==> config.mk <==
export PLATFORM = sky130hd
export DESIGN_NAME = alu_power
export DESIGN_NICKNAME = d
export VERILOG_FILES = /design/src/rtl/alu_power.sv
export SDC_FILE = /design/constraint.sdc
export NUM_CORES = 1
export LEC_CHECK = 0
export BUFFER_PORTS_ARGS = -buffer_cell sky130_fd_sc_hd__buf_2
export CORE_ASPECT_RATIO = 2
export CORE_MARGIN = 5
export CORE_UTILIZATION = 45
export CTS_BUF_LIST = sky130_fd_sc_hd__clkbuf_16
export DETAILED_ROUTE_END_ITERATION = 12
export PLACE_DENSITY_LB_ADDON = 0.2
export SKIP_CTS_REPAIR_TIMING = 1
export SLEW_MARGIN = 25
export SYNTH_ARGS = -nofsm -noshare
export SYNTH_HDL_FRONTEND = slang
export SYNTH_SLANG_ARGS = --single-unit
export TNS_END_PERCENT = 100
==> constraint.sdc <==
create_clock -name clk -period 8.5 [get_ports clk]
set_input_delay 0 -clock clk [delete_from_list [all_inputs] [get_ports clk]]
set_output_delay 0 -clock clk [all_outputs]
set_load 0.1 [all_outputs]
==> src/rtl/alu_power.sv <==
// alu_power: sequential signed base^exp, one multiply per clock, with start/busy/done handshake.
// Define POWER_SATURATE_EN to saturate the result on overflow instead of wrapping.
module alu_power #(
    parameter int WIDTH = 8,
    parameter int EXP_W = 4
) (
    input  logic             clk,
    input  logic             rst,
    input  logic             start,
    input  logic [WIDTH-1:0] base,
    input  logic [EXP_W-1:0] exp,
    output logic [WIDTH-1:0] result,
    output logic             busy,
    output logic             done,
    output logic             ovf
);
    typedef enum logic [1:0] {IDLE, RUN, DONE} state_t;

    state_t state, state_nx;
    logic signed [WIDTH-1:0]   base_r, acc;
    logic signed [2*WIDTH-1:0] prod;
    logic [EXP_W-1:0]          cnt;
    logic [WIDTH-1:0]          final_res;
    logic ovf_run, step_ovf, ovf_next, accept, last;

    assign prod     = acc * base_r;
    // the product fits WIDTH signed bits only if its top WIDTH+1 bits are a pure sign extension
    assign step_ovf = (prod[2*WIDTH-1:WIDTH-1] != '0) && (prod[2*WIDTH-1:WIDTH-1] != '1);
    assign ovf_next = ovf_run | step_ovf;
    assign accept   = start && (state != RUN);
    assign last     = (cnt == EXP_W'(1));
    assign busy     = (state == RUN);
    assign done     = (state == DONE);

`ifdef POWER_SATURATE_EN
    logic odd;
    // acc has wrapped by now, so the true sign comes from the latched base and exponent parity
    assign final_res = ovf_next ? ((base_r[WIDTH-1] && odd) ? {1'b1, {(WIDTH-1){1'b0}}}
                                                            : {1'b0, {(WIDTH-1){1'b1}}})
                                : prod[WIDTH-1:0];
    always_ff @(posedge clk or posedge rst) begin
        if (rst)
            odd <= 1'b0;
        else if (accept)
            odd <= exp[0];
    end
`else
    assign final_res = prod[WIDTH-1:0];
`endif

    always_comb begin
        state_nx = state;
        if (accept)
            state_nx = (exp != '0) ? RUN : DONE;
        else if (state == DONE)
            state_nx = IDLE;
        else if (state == RUN && last)
            state_nx = DONE;
    end

    always_ff @(posedge clk or posedge rst) begin
        if (rst) begin
            state   <= IDLE;
            base_r  <= '0;
            acc     <= '0;
            cnt     <= '0;
            ovf_run <= 1'b0;
            result  <= '0;
            ovf     <= 1'b0;
        end else begin
            state <= state_nx;
            if (accept) begin
                base_r  <= base;
                acc     <= WIDTH'(1);
                cnt     <= exp;
                ovf_run <= 1'b0;
                ovf     <= 1'b0;
                if (exp == '0)
                    result <= WIDTH'(1);
            end else if (state == RUN) begin
                acc     <= prod[WIDTH-1:0];
                cnt     <= cnt - 1'b1;
                ovf_run <= ovf_next;
                if (last) begin
                    result <= final_res;
                    ovf    <= ovf_next;
                end
            end
        end
    end
endmodule

# Word level (Yosys, flattened, before mapping)
# Index checks and enable logic that the tools add are counted.
dict set report op_classes {
  n_addsub 1
  mul 1
  div_mod_pow 0
  magnitude_cmp 0
  n_eq_ne 6
  n_shift 0
  muxes 17
  n_bitwise 1
  reduce_logical 11
}
# operator n
set op_table {}
lappend op_table {{2-to-1 mux 8 bit} 6}
lappend op_table {{multiplier 8 x 8 -> 16 bit} 1}
lappend op_table {{!= test 9 bit (second input constant)} 1}
lappend op_table {{nonzero test 9 bit} 1}
lappend op_table {{2-to-1 mux 2 bit} 4}
lappend op_table {{2-to-1 mux 4 bit} 2}
lappend op_table {{2-to-1 mux 1 bit} 5}
lappend op_table {{== test 4 x 1 -> 1 bit (second input constant)} 1}
lappend op_table {{logical NOT 4 bit} 1}
lappend op_table {{!= test 2 x 1 -> 1 bit (second input constant)} 2}
lappend op_table {{nonzero test 2 bit} 2}
lappend op_table {{nonzero test 4 bit} 1}
lappend op_table {{subtractor 4 x 1 -> 4 bit (second input constant)} 1}
lappend op_table {{logical AND 1 bit} 3}
lappend op_table {{AND reduction 3 bit} 1}
lappend op_table {{nonzero test 3 bit} 1}
lappend op_table {{== test 2 x 1 -> 1 bit (second input constant)} 1}
lappend op_table {{== test 2 bit (second input constant)} 1}
lappend op_table {{AND reduction 2 bit} 1}
lappend op_table {{OR 1 bit} 1}
dict set report word_totals {
  reg_bits 32
  latch_bits 0
  mem_bits_rw 0
  mem_bits_ro 0
  input_bits 15
  out_inout_bits 11
  word_cells 44
  n_memories 0
}

# Logic depth before layout (Yosys ltp)
# Gate-level depths: netlist of the first run.
dict set report logic_depth {
  depth_word 7
  ltp_mapped 19
  ltp_nobuf 18
}

# Least setup slack after synthesis of the first run
# No wires, ideal clock.
dict set report synth_timing {
  path_kind {reg-to-reg}
  start {register base_r[2]}
  end {register ovf}
  setup_ns 0.128
  arrival_time_ns 4.664
  required_ns 8.372
  slack_ns 3.708
  stages_incl_launch_ff 19
  n_path_buf 1
  synth_period_minus_slack_ns 4.792
  cell_sequence {dfrtp_1 -> clkbuf_1 -> nand2_1 -> inv_1 -> fa_1 -> inv_1 -> fa_1 -> fa_1 -> fa_1 -> inv_1 -> ha_1 -> a21oi_1 -> o211ai_1 -> a31o_1 -> a21oi_1 -> xnor2_1 -> or4_1 -> mux2i_1 -> a21oi_1}
}
dict set report synth_between {
  elab_chain_cells 7
  elab_cells_between_ends 8
  cone_classes {mul: 1; eq/ne: 1; mux: 3; bitwise: 1; reduce/logical: 2}
}
# item line
set synth_rtl {}
lappend synth_rtl {{from (decl)} 20} ;# logic signed [WIDTH-1:0] base_r, acc;
lappend synth_rtl {{from (signal assigned)} 73} ;# base_r <= base;
lappend synth_rtl {{multiplier 8 x 8 -> 16 bit (*)} 26} ;# assign prod = acc * base_r;
lappend synth_rtl {{!= test 9 bit / nonzero test 9 bit (equally long branches)} 28} ;# assign step_ovf = (prod[2*WIDTH-1:WIDTH-1] != '0) && (prod[2*WIDTH-1:WIDTH-1] != '1);
lappend synth_rtl {{logical AND 1 bit (*)} 28}
lappend synth_rtl {{OR 1 bit (*)} 29} ;# assign ovf_next = ovf_run | step_ovf;
lappend synth_rtl {{2-to-1 mux 1 bit (*)} 84} ;# if (last) begin
lappend synth_rtl {{2-to-1 mux 1 bit (*)} 80} ;# end else if (state == RUN) begin
lappend synth_rtl {{2-to-1 mux 1 bit (*)} 72} ;# if (accept) begin
lappend synth_rtl {{to (signal assigned)} 86} ;# ovf <= ovf_next;
lappend synth_rtl {{to (decl)} 15} ;# output logic ovf
# Mark *: on every way between the ends. The rest lies on a longest branch, timed or not. The select of a mux whose other input is x is not followed.
# A chain may end at the register's enable or synchronous reset.

# Worst setup path in the final report of the first run
dict set report layout_timing {
  start {register base_r[2]}
  end {register ovf_run}
}
dict set report layout_between {
  elab_chain_cells 6
  elab_cells_between_ends 7
  cone_classes {mul: 1; eq/ne: 1; mux: 2; bitwise: 1; reduce/logical: 2}
}
# item line
set layout_rtl {}
lappend layout_rtl {{multiplier 8 x 8 -> 16 bit (*)} 26}
lappend layout_rtl {{!= test 9 bit / nonzero test 9 bit (equally long branches)} 28}
lappend layout_rtl {{logical AND 1 bit (*)} 28}
lappend layout_rtl {{OR 1 bit (*)} 29}
lappend layout_rtl {{2-to-1 mux 1 bit (*)} 80}
lappend layout_rtl {{2-to-1 mux 1 bit (*)} 72}
lappend layout_rtl {{to (signal assigned)} 83} ;# ovf_run <= ovf_next;
lappend layout_rtl {{to (decl)} 24} ;# logic ovf_run, step_ovf, ovf_next, accept, last;
# Marks and branches as above.

==> results of run 1 <==
[per-stage QoR]
step                cell area (um^2)   util
floorplan                       3830      -
global placement                4030  0.486
detailed placement              4030  0.486
CTS                             4180  0.504
global route                    4270  0.515
finish                          4270  0.515
[sequential cells by signal, indices dropped and copies added (netlist names)]
name and flops:
ovf 1, cnt 4, ovf_run 1, base_r 8
acc 8, result 8, state 2
[synthesized netlist by cell type, types with 2 or more instances]
master,n
dfrtp_1,32
o211a_1,2
o211ai_1,2
or3_1,2
a22o_1,3
fa_1,55
inv_1,76
nor2b_1,3
nor3_1,5
nand2b_1,11
xnor2_1,13
mux2_2,7
xor2_1,4
nand4_1,2
a21oi_1,11
a311oi_1,2
clkinv_1,2
nand2_1,54
nand3_1,10
o21ai_0,20
and2_1,24
ha_1,31
clkbuf_1,15
nor2_1,15
o2111ai_1,2
[cell type report]
| cell class | instances | area share |
|---|---|---|
| Multi-Input combinational cell | 293 | 0.628 |
| Sequential cell | 32 | 0.188 |
| Inverter | 78 | 0.0686 |
| Timing Repair Buffer | 35 | 0.0522 |
| Clock buffer | 5 | 0.0293 |
| Tap cell | 98 | 0.0287 |
| Clock inverter | 3 | 0.00557 |
[critical path, delay by kind of cell (launching register included)]
family,cells,cell delay (ps)
simple gates,2,680
xor+xnor,1,110
mux,1,280
compound gates,5,980
buf+inv,3,220
flops,1,510
fa+ha+maj,5,2450
[routing by layer]
| layer | up-vias | wire, um | global-route usage |
|---|---|---|---|
| met5 | - | 0 | 0 |
| met4 | 0 | 510 | 0.0876 |
| met3 | 28 | 281 | 0.0179 |
| met1 | 1443 | 3090 | 0.208 |
| met2 | 68 | 5190 | 0.332 |
| li1 | 1361 | - | - |
[worst paths after layout]
| check | end | slack, ps | startpoint |
|---|---|---|---|
| setup / recovery | ovf_run | 3130 | base_r[2] |
| max in group asynchronous | state[0] | 7820 | rst |
| min in group asynchronous | base_r[3] | 370 | rst |
| hold / removal | cnt[3] | -9 | exp[3] |
| setup reg to reg | ovf_run | 3130 | base_r[2] |
| hold reg to reg | result[0] | 480 | result[0] |
[cells by family (layout without fill, tap and decap cells)]
logic type      Yosys count  count (layout)  share of synthesized area
fa+ha+maj                86              86                      0.389
flops                    32              32                      0.209
xor+xnor                 17              17                     0.0389
simple gates            131             131                      0.165
compound gates           51              51                     0.0843
mux                       8               8                     0.0232
buf+inv                  93             121                     0.0911
==> reports/summary.txt, run 1 <==
Status: finished with violations
Failing checks: hold timing
Area of the multi-input gates: 2680 um^2
Largest net degree at the start of global routing: 33
Ant diodes: 0
Register area share after synthesis: 0.209
Final nets: 546
Placed cell count: 527
Cells after synthesis: 418
CP most frequent cell: fa_1
Max clock buf depth: 2
PnR worst setup slack: 3130 ps
Type of origin of the critical path: register
Worst path cell trace: nand2_1 > inv_1 > fa_1 > inv_1 > fa_1 > fa_1 > fa_1 > inv_1 > ha_1 > a21oi_1 > o211ai_1 > a31o_1 > a21oi_1 > xnor2_1 > or4_1 > mux2i_1 > o21ai_1
Vias: 2900
PortBufs: 25
Initial DRT Pass Iterations: 5
Layout cells sized above 1: 0.101
Synth top area share: 0.287
Clk_lat worst skew: 280 ps
Synth unique cells: 40
Ys flop type: dfrtp_1
Die extent in x: 75.2 um
Critical Path Sink Type: register
Final Cycle Share: 0.632
CTS tree: done
Most frequent cells in the layout: inv_1 (76), fa_1 (55), nand2_1 (54), dfrtp_1 (32), ha_1 (31)
Final TNS setup: 0 ps
Initial Util: 0.462
Drt total wl: 9070 um
Worst rel slew slack: 0.355
Die height: 140 um
Crit Path Max Fanout: 9
Synthesized cell area: 3830 um^2
Hold WS: -9.39 ps
Clock-pin slew of the registers on the worst-case setup and hold paths: 60 ps
First-pass GRT wire length: 15100 um
Critical Path AT: 5500 ps
Antenna violations before repair: 0
Ports: 26
DRT iter0 DRCs: 115
CTS H-tree depth: 2
#FFs+latches synth: 32
Hold path cells: 3
Fill count: 780
DIE AREA: 10600 um^2
Slowest stage cell, crit path: fa_1
Worst slack at placement: 3120 ps
R2r worst-path depth: 17
WP data required: 8630 ps
Final setup viols: 0
Yosys warnings: 0
RSZ-0062 raised after global routing: no
Clock sink count: 32
Vias per inst: 5.33
Area grow syn2layout: 11.4%
Flip-flop and latch area: 801 um^2
Max Freq: 186 MHz
Crit Path Category: reg -> reg
Commonest non-fill, non-tap cell in the layout: inv_1
Fin crit period: 5370 ps
Cell accounting for the most synthesized area: fa_1
Final GP Congestion: 0.855
Slew at the pin closest to its max-slew limit: 964 ps
Max Cap Viol: 0
Async set or reset register ratio after synthesis: 1.00
Synthesized Nets: 519
DRC viols: 0
Hold WC Path Type: in -> reg
Final-report hold violation count: 1
Routed length per placed instance: 16.7 um
Clk root buf: clkbuf_16
EDFF count, synth: 0
Vias in the first global route: 3114
Core box area: 8290 um^2
Post-route ant nets: 0
Detailed placement HPWL: 7480 um
CP max stage delay: 560 ps
Total GRT Usage: 0.184
Num CTS Buffers: 5
Num rows: 47
Worst Skew: 3.19 ps
Syn avg cell area: 9.17 um^2
Layout Cells excl Fill: 544
Slew Viols, Final: 0
Top post-synthesis cells by area: fa_1 (29%), dfrtp_1 (21%), ha_1 (10%)
Total gr overflow: 0
Power of run 1 is left out: the tool's default activity adds up to more than one toggle a clock period on the data nets, which glitch-free logic cannot reach.
==> run 2, diff against run 1 <==
clock period = 5.4 ns   (was 8.5 ns; I/O delays follow)
==> run 2 against run 1 <==
  * The flow still finishes with violations (hold timing)
  * Clock skew up 2.3 ps
  * Utilization is 0.91 points higher
  * Register-to-register slack got worse by 2900 ps
  * Via count is 1.1% higher
  * Critical endpoint unchanged
==> reports/summary.txt, run 2 (synthesis results as in run 1) <==
Final-report hold violation count: 1 (unchanged)
Max clock buf depth: 2 (unchanged)
Layout cells sized above 1: 0.117 (was 0.101)
Worst Skew: 5.52 ps (was 3.19 ps)
Slew Viols, Final: 0 (unchanged)
Worst path cell trace: nand2_1 > inv_1 > fa_1 > inv_1 > fa_1 > fa_1 > fa_1 > inv_1 > ha_1 > and2_1 > nand2b_1 > a31o_1 > a21oi_1 > xnor2_1 > or4_1 > mux2i_2 > o21ai_1 (was nand2_1 > inv_1 > fa_1 > inv_1 > fa_1 > fa_1 > fa_1 > inv_1 > ha_1 > a21oi_1 > o211ai_1 > a31o_1 > a21oi_1 > xnor2_1 > or4_1 > mux2i_1 > o21ai_1)
Largest net degree at the start of global routing: 33 (unchanged)
DRT iter0 DRCs: 148 (was 115)
Clk_lat worst skew: 280 ps (about the same)
Max Cap Viol: 0 (unchanged)
Crit Path Category: reg -> reg (unchanged)
Die extent in x: 75.2 um (unchanged)
Core box area: 8290 um^2 (unchanged)
Critical Path AT: 5270 ps (was 5500 ps)
Post-route ant nets: 0 (unchanged)
Vias in the first global route: 3100 (was 3114)
CTS tree: done (unchanged)
Fin crit period: 5150 ps (was 5370 ps)
Num rows: 47 (unchanged)
Placed cell count: 534 (was 527)
Final Util: 0.524 (was 0.515)
DIE AREA: 10600 um^2 (unchanged)
Final TNS setup: 0 ps (unchanged)
DRC viols: 0 (unchanged)
Detailed placement HPWL: 7450 um (was 7480 um)
Final setup viols: 0 (unchanged)
Vias: 2931 (was 2900)
First-pass GRT wire length: 14900 um (was 15100 um)
Ant diodes: 0 (unchanged)
Flip-flop and latch area: 802 um^2 (was 801 um^2)
Final nets: 553 (was 546)
Clock-pin slew of the registers on the worst-case setup and hold paths: 50 ps (was 60 ps)
Failing checks: hold timing (unchanged)
Drt total wl: 9070 um (about the same)
Die height: 140 um (unchanged)
Max Freq: 194 MHz (was 186 MHz)
Worst rel slew slack: 0.447 (was 0.355)
CP most frequent cell: fa_1 (unchanged)
Final Cycle Share: 0.953 (was 0.632)
CP max stage delay: 540 ps (was 560 ps)
Ports: 26 (unchanged)
CTS H-tree depth: 2 (unchanged)
Most frequent cells in the layout: inv_1 (76), fa_1 (55), nand2_1 (54), ha_1 (31), dfrtp_1 (31) (was inv_1 (76), fa_1 (55), nand2_1 (54), dfrtp_1 (32), ha_1 (31))
Hold WS: -13.3 ps (was -9.39 ps)
Final GP Congestion: 0.871 (was 0.855)
Type of origin of the critical path: register (unchanged)
Commonest non-fill, non-tap cell in the layout: inv_1 (unchanged)
Layout Cells excl Fill: 551 (was 544)
Area of the multi-input gates: 2690 um^2 (was 2680 um^2)
PortBufs: 25 (unchanged)
Status: finished with violations (unchanged)
WP data required: 5530 ps (was 8630 ps)
Initial Util: 0.462 (unchanged)
Total GRT Usage: 0.183 (was 0.184)
Cell Area, Placed: 4080 um^2 (was 4030 um^2)
Num CTS Buffers: 5 (unchanged)
Clock sink count: 32 (unchanged)
Top flop regs: acc: 8 flops, base_r: 8 flops, result: 8 flops (unchanged)
Area grow syn2layout: 13.4% (was 11.4%)
Initial DRT Pass Iterations: 4 (was 5)
Slew at the pin closest to its max-slew limit: 830 ps (was 964 ps)
Routed length per placed instance: 16.5 um (was 16.7 um)
Fin area: 4340 um^2 (was 4270 um^2)
Crit Path Max Fanout: 9 (unchanged)
Critical Path Sink Type: register (unchanged)
Total gr overflow: 0 (unchanged)
Clk root buf: clkbuf_16 (unchanged)
Hold WC Path Type: in -> reg (unchanged)
Antenna violations before repair: 0 (unchanged)
Slowest stage cell, crit path: fa_1 (unchanged)
Vias per inst: 5.32 (was 5.33)
Fill count: 789 (was 780)
-- run 2: cell types whose count changed in the layout (fill, tap and decap cells not counted) --
cell / previous run / this run
a21oi_1: 11 / 10
a21oi_2: 0 / 1
buf_4: 1 / 8
bufinv_16: 0 / 1
clkinv_1: 2 / 4
clkinv_4: 1 / 0
clkinvlp_4: 2 / 0
dfrtp_1: 32 / 31
dfrtp_2: 0 / 1
mux2i_1: 1 / 0
mux2i_2: 0 / 1
-- run 2: cell type report --
class                           instances  area share
Timing Repair Buffer                   42      0.0634
Tap cell                               98      0.0282
Inverter                               78      0.0674
Clock buffer                            5      0.0288
Sequential cell                        32       0.185
Multi-Input combinational cell        293       0.619
Clock inverter                          3     0.00864
-- run 2: worst max-delay path: cells and delay by family (launching register included) --
kind,cells,cell delay (ps)
adder cells (fa/ha/maj),5,2460
AND/OR/NAND/NOR,4,1010
flip-flops,1,490
AO/OA/AOI/OAI,3,480
multiplexers,1,230
buffers and inverters,3,210
XOR/XNOR,1,100
-- run 2: routing by layer --
layer,GRT usage,vias up,routed length (um)
met5,0,-,0
met4,0.0912,0,481
met3,0.0215,29,270
met2,0.340,69,5290
met1,0.193,1459,3030
li1,-,1374,-
-- run 2: final timing paths --
| path | end | depth (start not counted) | slack, ps | from |
|---|---|---|---|---|
| min in group asynchronous | base_r[3] | 4 | 380 | rst |
| setup reg to reg | ovf_run | 17 | 250 | base_r[2] |
| hold / removal | cnt[3] | 3 | -10 | exp[3] |
| setup / recovery | ovf_run | 17 | 250 | base_r[2] |
| hold reg to reg | result[5] | 2 | 470 | result[5] |
| max in group asynchronous | base_r[2] | 4 | 4700 | rst |
-- run 2: stage by stage --
step                      hold WS, ps  setup slack, ps
after floorplan                   116              608
after global placement           99.2              102
after detailed placement          112              100
after CTS                        -187             73.0
after global routing             26.4            -4.67
final                           -13.3              255
Power of run 2 is left out for the same reason.
==> run 3, diff against run 2 <==
clock period = 6.5 ns   (was 5.4 ns; I/O delays follow)
==> run 3 against run 2 <==
  * The run still ends with hold timing left
  * Die area unchanged
  * Global-route usage down 0.16 points
  * Final cell count fell by 1.3%
  * Clock skew is 1.4 ps higher
  * Flip-flop and latch count unchanged
  * Hold slack gained 5.4 ps
  * Final area decreased by 1.7%
  * Via count down 0.82%
  * Sequential share of layout area is 0.30 points higher
  * Critical path type unchanged
  * Largest cell class unchanged
==> reports/summary.txt, run 3 (synthesis results as in run 1) <==
Status: finished with violations (unchanged)
Failing checks: hold timing (unchanged)
Critical Path Sink Type: register (unchanged)
Die height: 140 um (unchanged)
Reg2reg setup slack: 1090 ps (was 250 ps)
Area of the multi-input gates: 2680 um^2 (was 2690 um^2)
Type of origin of the critical path: register (unchanged)
Final GP Congestion: 0.855 (was 0.871)
Final-report hold violation count: 1 (unchanged)
Fill count: 781 (was 789)
CTS tree: done (unchanged)
CTS H-tree depth: 2 (unchanged)
Slowest stage cell, crit path: fa_1 (unchanged)
Final Cycle Share: 0.833 (was 0.953)
Critical Path AT: 5540 ps (was 5270 ps)
CP most frequent cell: fa_1 (unchanged)
Num CTS Buffers: 5 (unchanged)
WP data required: 6620 ps (was 5530 ps)
Worst path cell trace: nand2_1 > inv_1 > fa_1 > inv_1 > fa_1 > fa_1 > fa_1 > inv_1 > ha_1 > a21oi_1 > o211ai_1 > a31o_1 > a21oi_1 > xnor2_1 > or4_1 > mux2i_1 > o21ai_1 (was nand2_1 > inv_1 > fa_1 > inv_1 > fa_1 > fa_1 > fa_1 > inv_1 > ha_1 > and2_1 > nand2b_1 > a31o_1 > a21oi_1 > xnor2_1 > or4_1 > mux2i_2 > o21ai_1)
Post-route ant nets: 0 (unchanged)
PortBufs: 25 (unchanged)
Clock-pin slew of the registers on the worst-case setup and hold paths: 60 ps (was 50 ps)
Metal2 WL: 5280 um (was 5290 um)
Initial Util: 0.462 (unchanged)
Drt total wl: 9050 um (was 9070 um)
Antenna violations before repair: 0 (unchanged)
CP max stage delay: 560 ps (was 540 ps)
Crit Path Category: reg -> reg (unchanged)
Max Cap Viol: 0 (unchanged)
Met3 routed WL: 234 um (was 270 um)
Final nets: 546 (was 553)
Max Freq: 185 MHz (was 194 MHz)
Clk root buf: clkbuf_16 (unchanged)
Final setup viols: 0 (unchanged)
Core box area: 8290 um^2 (unchanged)
Total GRT Usage: 0.182 (was 0.183)
Largest net degree at the start of global routing: 33 (unchanged)
DRT iter0 DRCs: 103 (was 148)
Commonest non-fill, non-tap cell in the layout: inv_1 (unchanged)
Initial DRT Pass Iterations: 4 (unchanged)
Crit Path Max Fanout: 9 (unchanged)
Max clock buf depth: 2 (unchanged)
Slew Viols, Final: 0 (unchanged)
Layout cells sized above 1: 0.101 (was 0.117)
RSZ-0062 raised after global routing: no
Hold WC Path Type: in -> reg (unchanged)
Most frequent cells in the layout: inv_1 (76), fa_1 (55), nand2_1 (54), dfrtp_1 (32), ha_1 (31) (was inv_1 (76), fa_1 (55), nand2_1 (54), ha_1 (31), dfrtp_1 (31))
Top flop regs: acc: 8 flops, base_r: 8 flops, result: 8 flops (unchanged)
Ports: 26 (unchanged)
Die extent in x: 75.2 um (unchanged)
Worst Skew: 6.88 ps (was 5.52 ps)
Total gr overflow: 0 (unchanged)
Ant diodes: 0 (unchanged)
Met1 wire length: 3050 um (was 3030 um)
Vias in the first global route: 3064 (was 3100)
Max layer used: met4 (unchanged)
Vias: 2907 (was 2931)
Fin crit period: 5410 ps (was 5150 ps)
Clk_lat worst skew: 280 ps (about the same)
Hold WS: -7.88 ps (was -13.3 ps)
Num rows: 47 (unchanged)
Slew at the pin closest to its max-slew limit: 990 ps (was 830 ps)
DIE AREA: 10600 um^2 (unchanged)
Clock sink count: 32 (unchanged)
Area grow syn2layout: 11.4% (was 13.4%)
DRC viols: 0 (unchanged)
Worst rel slew slack: 0.337 (was 0.447)
Routed length per placed instance: 16.6 um (was 16.5 um)
Final TNS setup: 0 ps (unchanged)
Flip-flop and latch area: 801 um^2 (was 802 um^2)
Vias per inst: 5.34 (was 5.32)
Detailed placement HPWL: 7500 um (was 7450 um)
First-pass GRT wire length: 14800 um (was 14900 um)
==> run 3: changes by cell type in the layout (fill, tap and decap cells not counted), sizes merged <==
| cell | before | now |
|---|---|---|
| buf | 33 | 26 |
| bufinv | 1 | 0 |
| clkinv | 4 | 3 |
| clkinvlp | 0 | 2 |
==> run 3: final timing paths <==
check,startpoint,to,cells past startpoint
max,base_r[2],ovf_run,17
min,exp[3],cnt[3],3
max reg2reg,base_r[2],ovf_run,17
min reg2reg,result[0],result[0],2
max in group asynchronous,rst,result[3],4
min in group asynchronous,rst,base_r[3],4
==> run 3: metal layers <==
layer,GRT usage,vias up
li1,-,1363
met1,0.201,1459
met2,0.334,58
met3,0.0158,27
met4,0.0829,0
met5,0,-
==> run 3: layout make-up <==
cell class / instances / area share
Timing Repair Buffer: 35 / 0.0522
Sequential cell: 32 / 0.188
Clock buffer: 5 / 0.0293
Tap cell: 98 / 0.0287
Inverter: 78 / 0.0686
Multi-Input combinational cell: 293 / 0.628
Clock inverter: 3 / 0.00557
==> run 3: worst max-delay path, delay by kind of cell (launching register included) <==
family | cells | cell delay [ps]
muxes | 1 | 280
xor gates and xnor gates | 1 | 110
buffers and inverters | 3 | 220
AOI/OAI and AO/OA | 5 | 1000
adders and majority gates | 5 | 2450
and+or+nand+nor | 2 | 690
DFF | 1 | 510
==> run 3: through the flow <==
stage | cells | worst slack, ps | hold slack [ps] | utilization | instance area (um^2)
after floorplan | 418 | 1710 | 116 | - | 3830
after global placement | 527 | 1150 | 103 | 0.486 | 4030
after detailed placement | 527 | 1100 | 102 | 0.486 | 4030
after CTS | 535 | 1070 | -192 | 0.504 | 4180
after global routing | 544 | 777 | 26.3 | 0.515 | 4270
final | 544 | 1090 | -7.88 | 0.515 | 4270
Power of run 3 is left out for the same reason.
